File: src/rtl/level_ctrl.sv
// level_ctrl: game-progress controller feeding the modulated clock divider.
// Counts scoring events (rising edges of Hit), tracks the run/pause/over flow,
// and raises the 4-bit Level code every PTS_PER_LVL points up to MAX_LVL.
// Every output is a register, so the divider only ever sees Level change on a
// clock edge and never through a combinational path from the game inputs.
//
// state  | meaning
// -------+----------------------------------------------------------------
// IDLE   | no game; Level, Score and point counter forced to zero
// RUN    | game in progress; Hit edges score (Dead > Pause > Hit)
// PAUSED | game frozen; Level/Score/points held, Hit edges ignored
// OVER   | game ended; final Level/Score held until the next Start

module level_ctrl #(
    parameter int PTS_PER_LVL = 5,
    parameter int START_LVL   = 1,
    parameter int MAX_LVL     = 10,
    parameter int SCORE_W     = 10
) (
    input  logic               Clk,
    input  logic               Rst,
    input  logic               Start,
    input  logic               Pause,
    input  logic               Hit,
    input  logic               Dead,
    output logic [3:0]         Level,
    output logic [SCORE_W-1:0] Score,
    output logic               LvlUp,
    output logic [1:0]         State
);

    typedef enum logic [1:0] {
        ST_IDLE   = 2'b00,
        ST_RUN    = 2'b01,
        ST_PAUSED = 2'b10,
        ST_OVER   = 2'b11
    } state_t;

    localparam logic [3:0]         LVL_START = 4'(START_LVL);
    localparam logic [3:0]         LVL_MAX   = 4'(MAX_LVL);
    localparam logic [7:0]         PTS_LAST  = 8'(PTS_PER_LVL - 1);
    localparam logic [SCORE_W-1:0] SCORE_MAX = {SCORE_W{1'b1}};

    state_t             state_q, state_d;
    logic [3:0]         level_q, level_d;
    logic [SCORE_W-1:0] score_q, score_d;
    logic [7:0]         pts_q,   pts_d;
    logic               lvlup_q, lvlup_d;
    logic               hit_q,   hit_d;
    logic               hit_edge;

    // Only a fresh 0->1 transition of Hit scores; the delay register runs in
    // every state so a Hit held across PAUSED->RUN does not count.
    assign hit_edge = Hit & ~hit_q;

    // Next-state and next-output computation for the game flow.
    always_comb begin
        state_d = state_q;
        level_d = level_q;
        score_d = score_q;
        pts_d   = pts_q;
        lvlup_d = 1'b0;
        hit_d   = Hit;

        case (state_q)
            ST_IDLE: begin
                level_d = 4'd0;
                score_d = '0;
                pts_d   = 8'd0;
                if (Start) begin
                    state_d = ST_RUN;
                    level_d = LVL_START;
                end
            end

            ST_RUN: begin
                if (Dead) begin
                    state_d = ST_OVER;
                end else if (Pause) begin
                    state_d = ST_PAUSED;
                end else if (hit_edge) begin
                    // Score saturates, but level progression keeps going.
                    if (score_q != SCORE_MAX) begin
                        score_d = score_q + SCORE_W'(1);
                    end
                    if (pts_q == PTS_LAST) begin
                        pts_d = 8'd0;
                        if (level_q < LVL_MAX) begin
                            level_d = level_q + 4'd1;
                            lvlup_d = 1'b1;
                        end
                    end else begin
                        pts_d = pts_q + 8'd1;
                    end
                end
            end

            ST_PAUSED: begin
                if (Dead) begin
                    state_d = ST_OVER;
                end else if (!Pause) begin
                    state_d = ST_RUN;
                end
            end

            ST_OVER: begin
                // Final score stays visible and the divider keeps its rate
                // until a new game starts.
                if (Start) begin
                    state_d = ST_RUN;
                    score_d = '0;
                    pts_d   = 8'd0;
                    level_d = LVL_START;
                end
            end

            default: begin
                state_d = ST_IDLE;
            end
        endcase
    end

    // State and output registers; synchronous reset overrides everything.
    always_ff @(posedge Clk) begin
        if (Rst) begin
            state_q <= ST_IDLE;
            level_q <= 4'd0;
            score_q <= '0;
            pts_q   <= 8'd0;
            lvlup_q <= 1'b0;
            hit_q   <= 1'b0;
        end else begin
            state_q <= state_d;
            level_q <= level_d;
            score_q <= score_d;
            pts_q   <= pts_d;
            lvlup_q <= lvlup_d;
            hit_q   <= hit_d;
        end
    end

    assign Level = level_q;
    assign Score = score_q;
    assign LvlUp = lvlup_q;
    assign State = state_q;

endmodule

File: config.mk
export PLATFORM = sky130hd
export DESIGN_NAME = level_ctrl
export DESIGN_NICKNAME = d
export VERILOG_FILES = /design/src/rtl/level_ctrl.sv
export SDC_FILE = /design/constraint.sdc
export NUM_CORES = 1
export LEC_CHECK = 0
export CORE_MARGIN = 2
export CORE_UTILIZATION = 30
export DETAILED_ROUTE_END_ITERATION = 12
export DONT_BUFFER_PORTS = 1
export PLACE_DENSITY = 0.44
export SYNTH_ARGS = -nofsm -noshare
export SYNTH_HDL_FRONTEND = slang
export SYNTH_SLANG_ARGS = --single-unit
File: constraint.sdc
create_clock -name Clk -period 2.6 [get_ports Clk]
set_clock_uncertainty 0.1 [all_clocks]
set_input_delay 0.52 -clock Clk [delete_from_list [all_inputs] [get_ports Clk]]
set_output_delay 0.52 -clock Clk [all_outputs]
set_load 0.01 [all_outputs]
==> summary.md, run 1 <==
| Metric | Value |
|---|---|
| Crit Path Category | flip-flop to flip-flop |
| DRT Wirelength | 3480 microns |
| Number of synthesized flops with an enable pin | 0 |
| # IOs | 23 |
| Reg-to-Reg End | pts_q[7] |
| Hold path depth | 1 |
| Core ar. | around 4800 sq um |
| Die area | 5540 sq um |
| Share of layout cells above drive strength 1 | 8.05% |
| Clock tree from TritonCTS | yes |
| CP max-delay cell | or4_1 |
| Logic gate share of total power | 34.8% |
| Internal reg-to-reg setup slack | 230 ps |
| Via count | 1,254 |
| WP data arrival | 2480 ps |
| GP Congestion | 0.762 |
| Mapped Area | roughly 1500 sq um |
| Status | finished, final reports clean |
| Clk sinks | 26 |
| CTS Buf Count | 3 |
| Synth Instances | about 170 |
| Max_cap viols | 0 |
| CTS Root Cell | clkbuf_8 |
| Slew HR | 59.1% |
| Final ANT Viol Nets | 0 |
| Clock power share | between 20% and 30% |
| Worst Slack Setup Final | 226 ps |
| H-tree levels | 1 |
| Yosys warns | 0 |
| Worst skew pair latency | 280 ps |
| HP Start | Rst |
| Critical Path Fanout Max | 15 |
| Share of flip-flops with an asynchronous set or reset | 0% |
| Chip height | 74.4 microns |
| Crit path cell chain | inv_1, ha_1, inv_1, o211ai_2, or4_1, a21oi_1 |
| Min Tclk post-route | 2370 ps |
| Syn Nets | about 190 |
| Final setup viols | 0 |
| Cell Area, Placed | 1570 sq um |
| Worst slack at placement | 294 ps |
| Inst Count DP | 237 |
| Netlist cell types | 42 |
| Reg2Reg Depth | 6 |
| Final hold violations | 0 |
| GR Overflow Total | 0 |
| Critical path's largest stage delay | 600 ps |
| Initial antenna violation count | 0 |
| RSZ-0062 raised after global routing | false |
| Tot GR Track Use | 13.6% |
| First-pass GRT wire length | 5930 microns |
| Wirelength per Cell | 14.4 microns |
| Synthesis-to-finish area growth | 10.1% |
| Drt via density | 5.20 |
| Hold Path End | Score[1] |
| Starting density of the core | 31.3% |
| Most common cell on crit path | inv_1 |
| Clock tree buffer depth | 2 |
| Vias in the first global route | 1,231 |
| Post-route design area | 1640 sq um |
| Critical Path RT | 2700 ps |
| VDD IR max | 0.256 mV |
| Worst-margin pin slew | 610 ps |
| #FFs+latches synth | 26 |
| Mapped Avg Cell Area | 8.60 sq um |
| Pwr Total | roughly 0.0013 W |
| Nets | between 150 and 200 |
| Fin crit share | between 90% and 100% |
| Sw power | around 0.00048 W |
| Clk pin slew, worst setup/hold paths | 100 ps |
| Antenna cells | 0 |
| Pre-antenna DRT Iters | 4 |
| Largest net degree at the start of global routing | 16 |
| Fmax | 421 MHz |
| Flop pwr share | 38.3% |
| Crit. End Element | flip-flop |
| Setup TNS | 0 ps |
| Final Non-Filler Cells | about 240 |
| Seq/Total Area, Yosys | between 30% and 40% |
| CTS-repair resized insts | 0 |
| FF-to-FF Start | State[1] |
| Pleak | 0.515 nW |
| Iteration-0 DRC Markers | 48 |
| Internal | 0.000803 W |
| Final Max Slew Viols | 0 |
| Type of origin of the critical path | flip-flop |
| Number of I/O port buffers | 0 |
| Post-DP HPWL | 2600 microns |
| Ys flop type | dfxtp_1 |
| Residual DRC | 0 |
| Cell Rows | 25 |
| Cell Pwr Density | 784 nW/um^2 |
| Sw Ratio | 37.4% |
| Die width | 74.4 microns |
| Hold buffers post-CTS | 0 |
| Setup Buffers After CTS | 0 |
| Hold Path Class | input port to flip-flop |
[metrics by stage]
step | hold slack [ps] | util (%)
finish | 186 | 34.4
global route | 172 | 34.4
CTS | 182 | 34.4
detailed placement | 409 | 32.9
global placement | 387 | 32.9
floorplan | 366 | -
[flip-flops by register name, indices dropped and copies added, names as in the netlist]
signal,flops
pts_q,8
State,2
Level,4
hit_q,1
LvlUp,1
Score,10
[worst max path at each step]
stage | slack, ps | cells past startpoint | endpoint | startpoint
after floorplan | 660 | 6 | Score[8] | State[0]
after CTS | 240 | 6 | pts_q[7] | State[1]
after global routing | 90 | 6 | pts_q[7] | State[1]
final | 230 | 6 | pts_q[7] | State[1]
after global placement | 340 | 6 | pts_q[7] | State[1]
after detailed placement | 290 | 6 | pts_q[7] | State[1]
[synthesized netlist by cell type, types with 3 or more instances]
cell      count  share of area [%]
a211oi_1      4                2.0
a21boi_1      4                2.0
a21oi_1       7                2.4
clkbuf_1      3               0.76
dfxtp_1      26                 35
ha_1          8                6.7
inv_1        13                3.3
mux2i_1       9                6.1
nand2_1      16                4.0
nand2b_1      7                2.9
nand3_1       9                3.0
nand4_1       6                2.5
nor2_1        7                1.8
nor4_1        3                1.3
o21ai_0       5                1.7
o31ai_1       6                3.0
or2_2         3                1.3
or3_1         4                1.7
or4_1         5                2.5
[layout make-up]
class	instances	area, sq um
inverters	13	48.8
fillers	520	3120
repair buffers	2	15.0
clock inverters	1	30.0
clock buffers	3	41.3
multi-input cells	129	898
well taps	67	83.8
flip-flops and latches	26	520
[worst max-delay path, delay by kind of cell (launching register included)]
| kind | cells | cell delay (ps) |
|---|---|---|
| buffers and inverters | 2 | 360 |
| flip-flops | 1 | 460 |
| AO/OA/AOI/OAI | 2 | 460 |
| AND/OR/NAND/NOR | 1 | 600 |
| adder cells (fa/ha/maj) | 1 | 310 |
[cell usage in the layout (no fill, tap or decap), types with 6 or more instances in the layout]
cell type  instances
mux2i_1            9
o31ai_1            6
nand4_1            6
inv_1             13
a21oi_1            7
nand2_1           16
dfxtp_1           26
nor2_1             7
nand3_1            9
nand2b_1           7
ha_1               8
[metal layers]
layer  up-vias  GRT usage, %  wire length (microns)  share of wire [%]
met2        28          19.9                   1430                 41
met1       582          19.6                   1760                 51
li1        640             -                      -                  -
met3         4          3.66                    251                7.2
met5         -             0                      0                  0
met4         0          3.77                     34               0.98
[cell families after synthesis]
kind of cell    after synthesis  share of synthesized area (%)
flops                        26                           35.0
mux                          10                           6.81
buf+inv                      18                           4.63
compound gates               39                           18.5
simple gates                 70                           27.2
xor+xnor                      2                           1.18
fa+ha+maj                     8                           6.73
[power by group through the flow]
stage / Clock, W / Sequential, W / Combinational (W)
final: 0.000346 / 0.000492 / 0.000446
after detailed placement: 0 / 0.000501 / 0.000442
after global placement: 0 / 0.000499 / 0.000435
after global routing: 0.000377 / 0.000499 / 0.000502
after floorplan: 0 / 0.000487 / 0.000350
after CTS: 0.000356 / 0.000491 / 0.000445
Power figures use the tool's default switching activity.
==> inputs of run 2 (changes only) <==
--- a/config.mk
+++ b/config.mk
@@ -12,2 +12,3 @@
 export PLACE_DENSITY = 0.44
+export REMOVE_ABC_BUFFERS = 1
 export SYNTH_ARGS = -nofsm -noshare
==> constraint.sdc (replaced) <==
create_clock -name Clk -period 2.87 [get_ports Clk]
set_clock_uncertainty 0.1 [all_clocks]
set_input_delay 0.574 -clock Clk [delete_from_list [all_inputs] [get_ports Clk]]
set_output_delay 0.574 -clock Clk [all_outputs]
set_load 0.1 [all_outputs]
==> summary.md, run 2 (synthesized netlist as in run 1, its figures left out) <==
| Metric | Value |
|---|---|
| Status | finished, final reports clean |
| Critical Path Fanout Max | 15 |
| Worst skew pair latency | 270 ps |
| Die area | 5540 sq um |
| Clock tree from TritonCTS | yes |
| Chip height | ~74 microns |
| Worst-margin pin slew | between 900 and 1000 ps |
| Residual DRC | 0 |
| WP data arrival | around 2300 ps |
| GP Congestion | 0.800 |
| Post-DP HPWL | 2790 microns |
| Final Max Slew Viols | 0 |
| Worst Slack Setup Final | 656 ps |
| Number of I/O port buffers | 0 |
| Initial antenna violation count | 0 |
| RSZ-0062 raised after global routing | false |
| Wirelength per Cell | 14.5 microns |
| Iteration-0 DRC Markers | 51 |
| Clk sinks | 26 |
| Clk pin slew, worst setup/hold paths | 100 ps |
| Tot GR Track Use | 14.3% |
| Reg-to-Reg End | pts_q[7] |
| Largest register FFs | 10 |
| Antenna cells | 0 |
| Synthesis-to-finish area growth | 17.1% |
| Fmax | 452 MHz |
| Hold Path End | Score[1] |
| Via count | 1,335 |
| Largest net degree at the start of global routing | 16 |
| Worst slack at placement | approximately 530 ps |
| DRT Wirelength | 3730 microns |
| Cell Pwr Density | 737 nW/um^2 |
| Crit. End Element | flip-flop |
| Type of origin of the critical path | flip-flop |
| H-tree levels | 1 |
| Crit Path Category | flip-flop to flip-flop |
| HP Start | Rst |
| Min Tclk post-route | 2210 ps |
| Drt via density | about 5.2 |
| Fill cell total of the finished layout | 502 |
| Hold Path Class | input port to flip-flop |
| CTS Buf Count | 3 |
| Final ANT Viol Nets | 0 |
| CTS Root Cell | clkbuf_8 |
| Pleak | 0.594 nW |
| Commonest non-fill, non-tap cell in the layout | dfxtp_1 |
| # IOs | 23 |
| Die width | roughly 74 microns |
| Max_cap viols | 0 |
| Setup TNS | 0 ps |
| Hold buffers post-CTS | 0 |
| Cell Rows | 25 |
| Final hold violations | 0 |
| Pre-antenna DRT Iters | 4 |
| Hold path depth | 1 |
| Starting density of the core | 31.3% |
| Critical Path RT | 2970 ps |
| Slew HR | 36.9% |
| First-pass GRT wire length | 6190 microns |
| Reg2Reg Depth | 6 |
| VDD IR max | around 0.27 mV |
| Clock tree buffer depth | 2 |
| Fin crit share | ~77% |
| Setup Buffers After CTS | 0 |
| Utilization after layout | 36.6% |
| Internal reg-to-reg setup slack | 660 ps |
| Share of layout cells above drive strength 1 | 15.8% |
| Final setup viols | 0 |
| GR Overflow Total | 0 |
| Vias in the first global route | 1,370 |
| Nets | ~210 |
| FF-to-FF Start | State[0] |
| CTS-repair resized insts | 0 |
| Core ar. | 4750 sq um |
| Worst hold slack | 256 ps |
| Most frequent cells in the layout | dfxtp_1, buf_4, nand2_1, inv_1 |
==> run 2: cell types whose count changed in the layout (fill, tap and decap cells not counted) <==
cell	delta
buf_4	+16
bufinv_16	-1
clkbuf_8	+1
==> run 2: worst max path at each step <==
stage	from	to	depth (start not counted)
floorplan	State[1]	pts_q[5]	6
global placement	Dead	pts_q[7]	4
detailed placement	Dead	pts_q[7]	4
CTS	State[0]	pts_q[7]	6
global route	State[0]	Score[3]	6
finish	State[0]	pts_q[7]	6
==> run 2: per-layer routing <==
| metal | track usage (%) | share of wire, % |
|---|---|---|
| met1 | 16.6 | 45 |
| met2 | 26.4 | 49 |
| met3 | 3.39 | 4.1 |
| met4 | 3.77 | 1.4 |
| met5 | 0 | 0 |
==> run 2: worst max-delay path: stages, from the launching register on <==
cell,delay (ps)
dfxtp_1,420
inv_1,80
ha_1,340
or2_2,190
o211ai_2,280
or4_1,580
a21oi_1,150
==> run 2: report_power, final <==
part / switching (W) / total (W) / internal [W]
Combinational: 0.000450 / 0.000625 / 0.000175
Sequential: 0.0000258 / 0.000417 / 0.000391
Clock: 0.000119 / 0.000241 / 0.000123
==> run 2: area by class of cell <==
class / count / area [sq um] / share of cell area (%)
clock buffer: 4 / 55.1 / 3.16
tap: 67 / 83.8 / 4.81
multi-input combinational: 129 / 898 / 51.6
sequential: 26 / 520 / 29.9
timing repair buffer: 18 / 135 / 7.76
inverter: 13 / 48.8 / 2.80
==> run 2: metrics by stage <==
| stage | cell area [sq um] | power [W] | cells |
|---|---|---|---|
| 2_1_floorplan | 1470 | 0.000899 | 168 |
| 3_3_place_gp | 1690 | 0.00104 | 253 |
| 3_5_place_dp | 1690 | 0.00105 | 253 |
| 4_1_cts | 1740 | 0.00130 | 257 |
| 5_1_grt | 1740 | 0.00137 | 257 |
| 6_report | 1740 | 0.00128 | 257 |
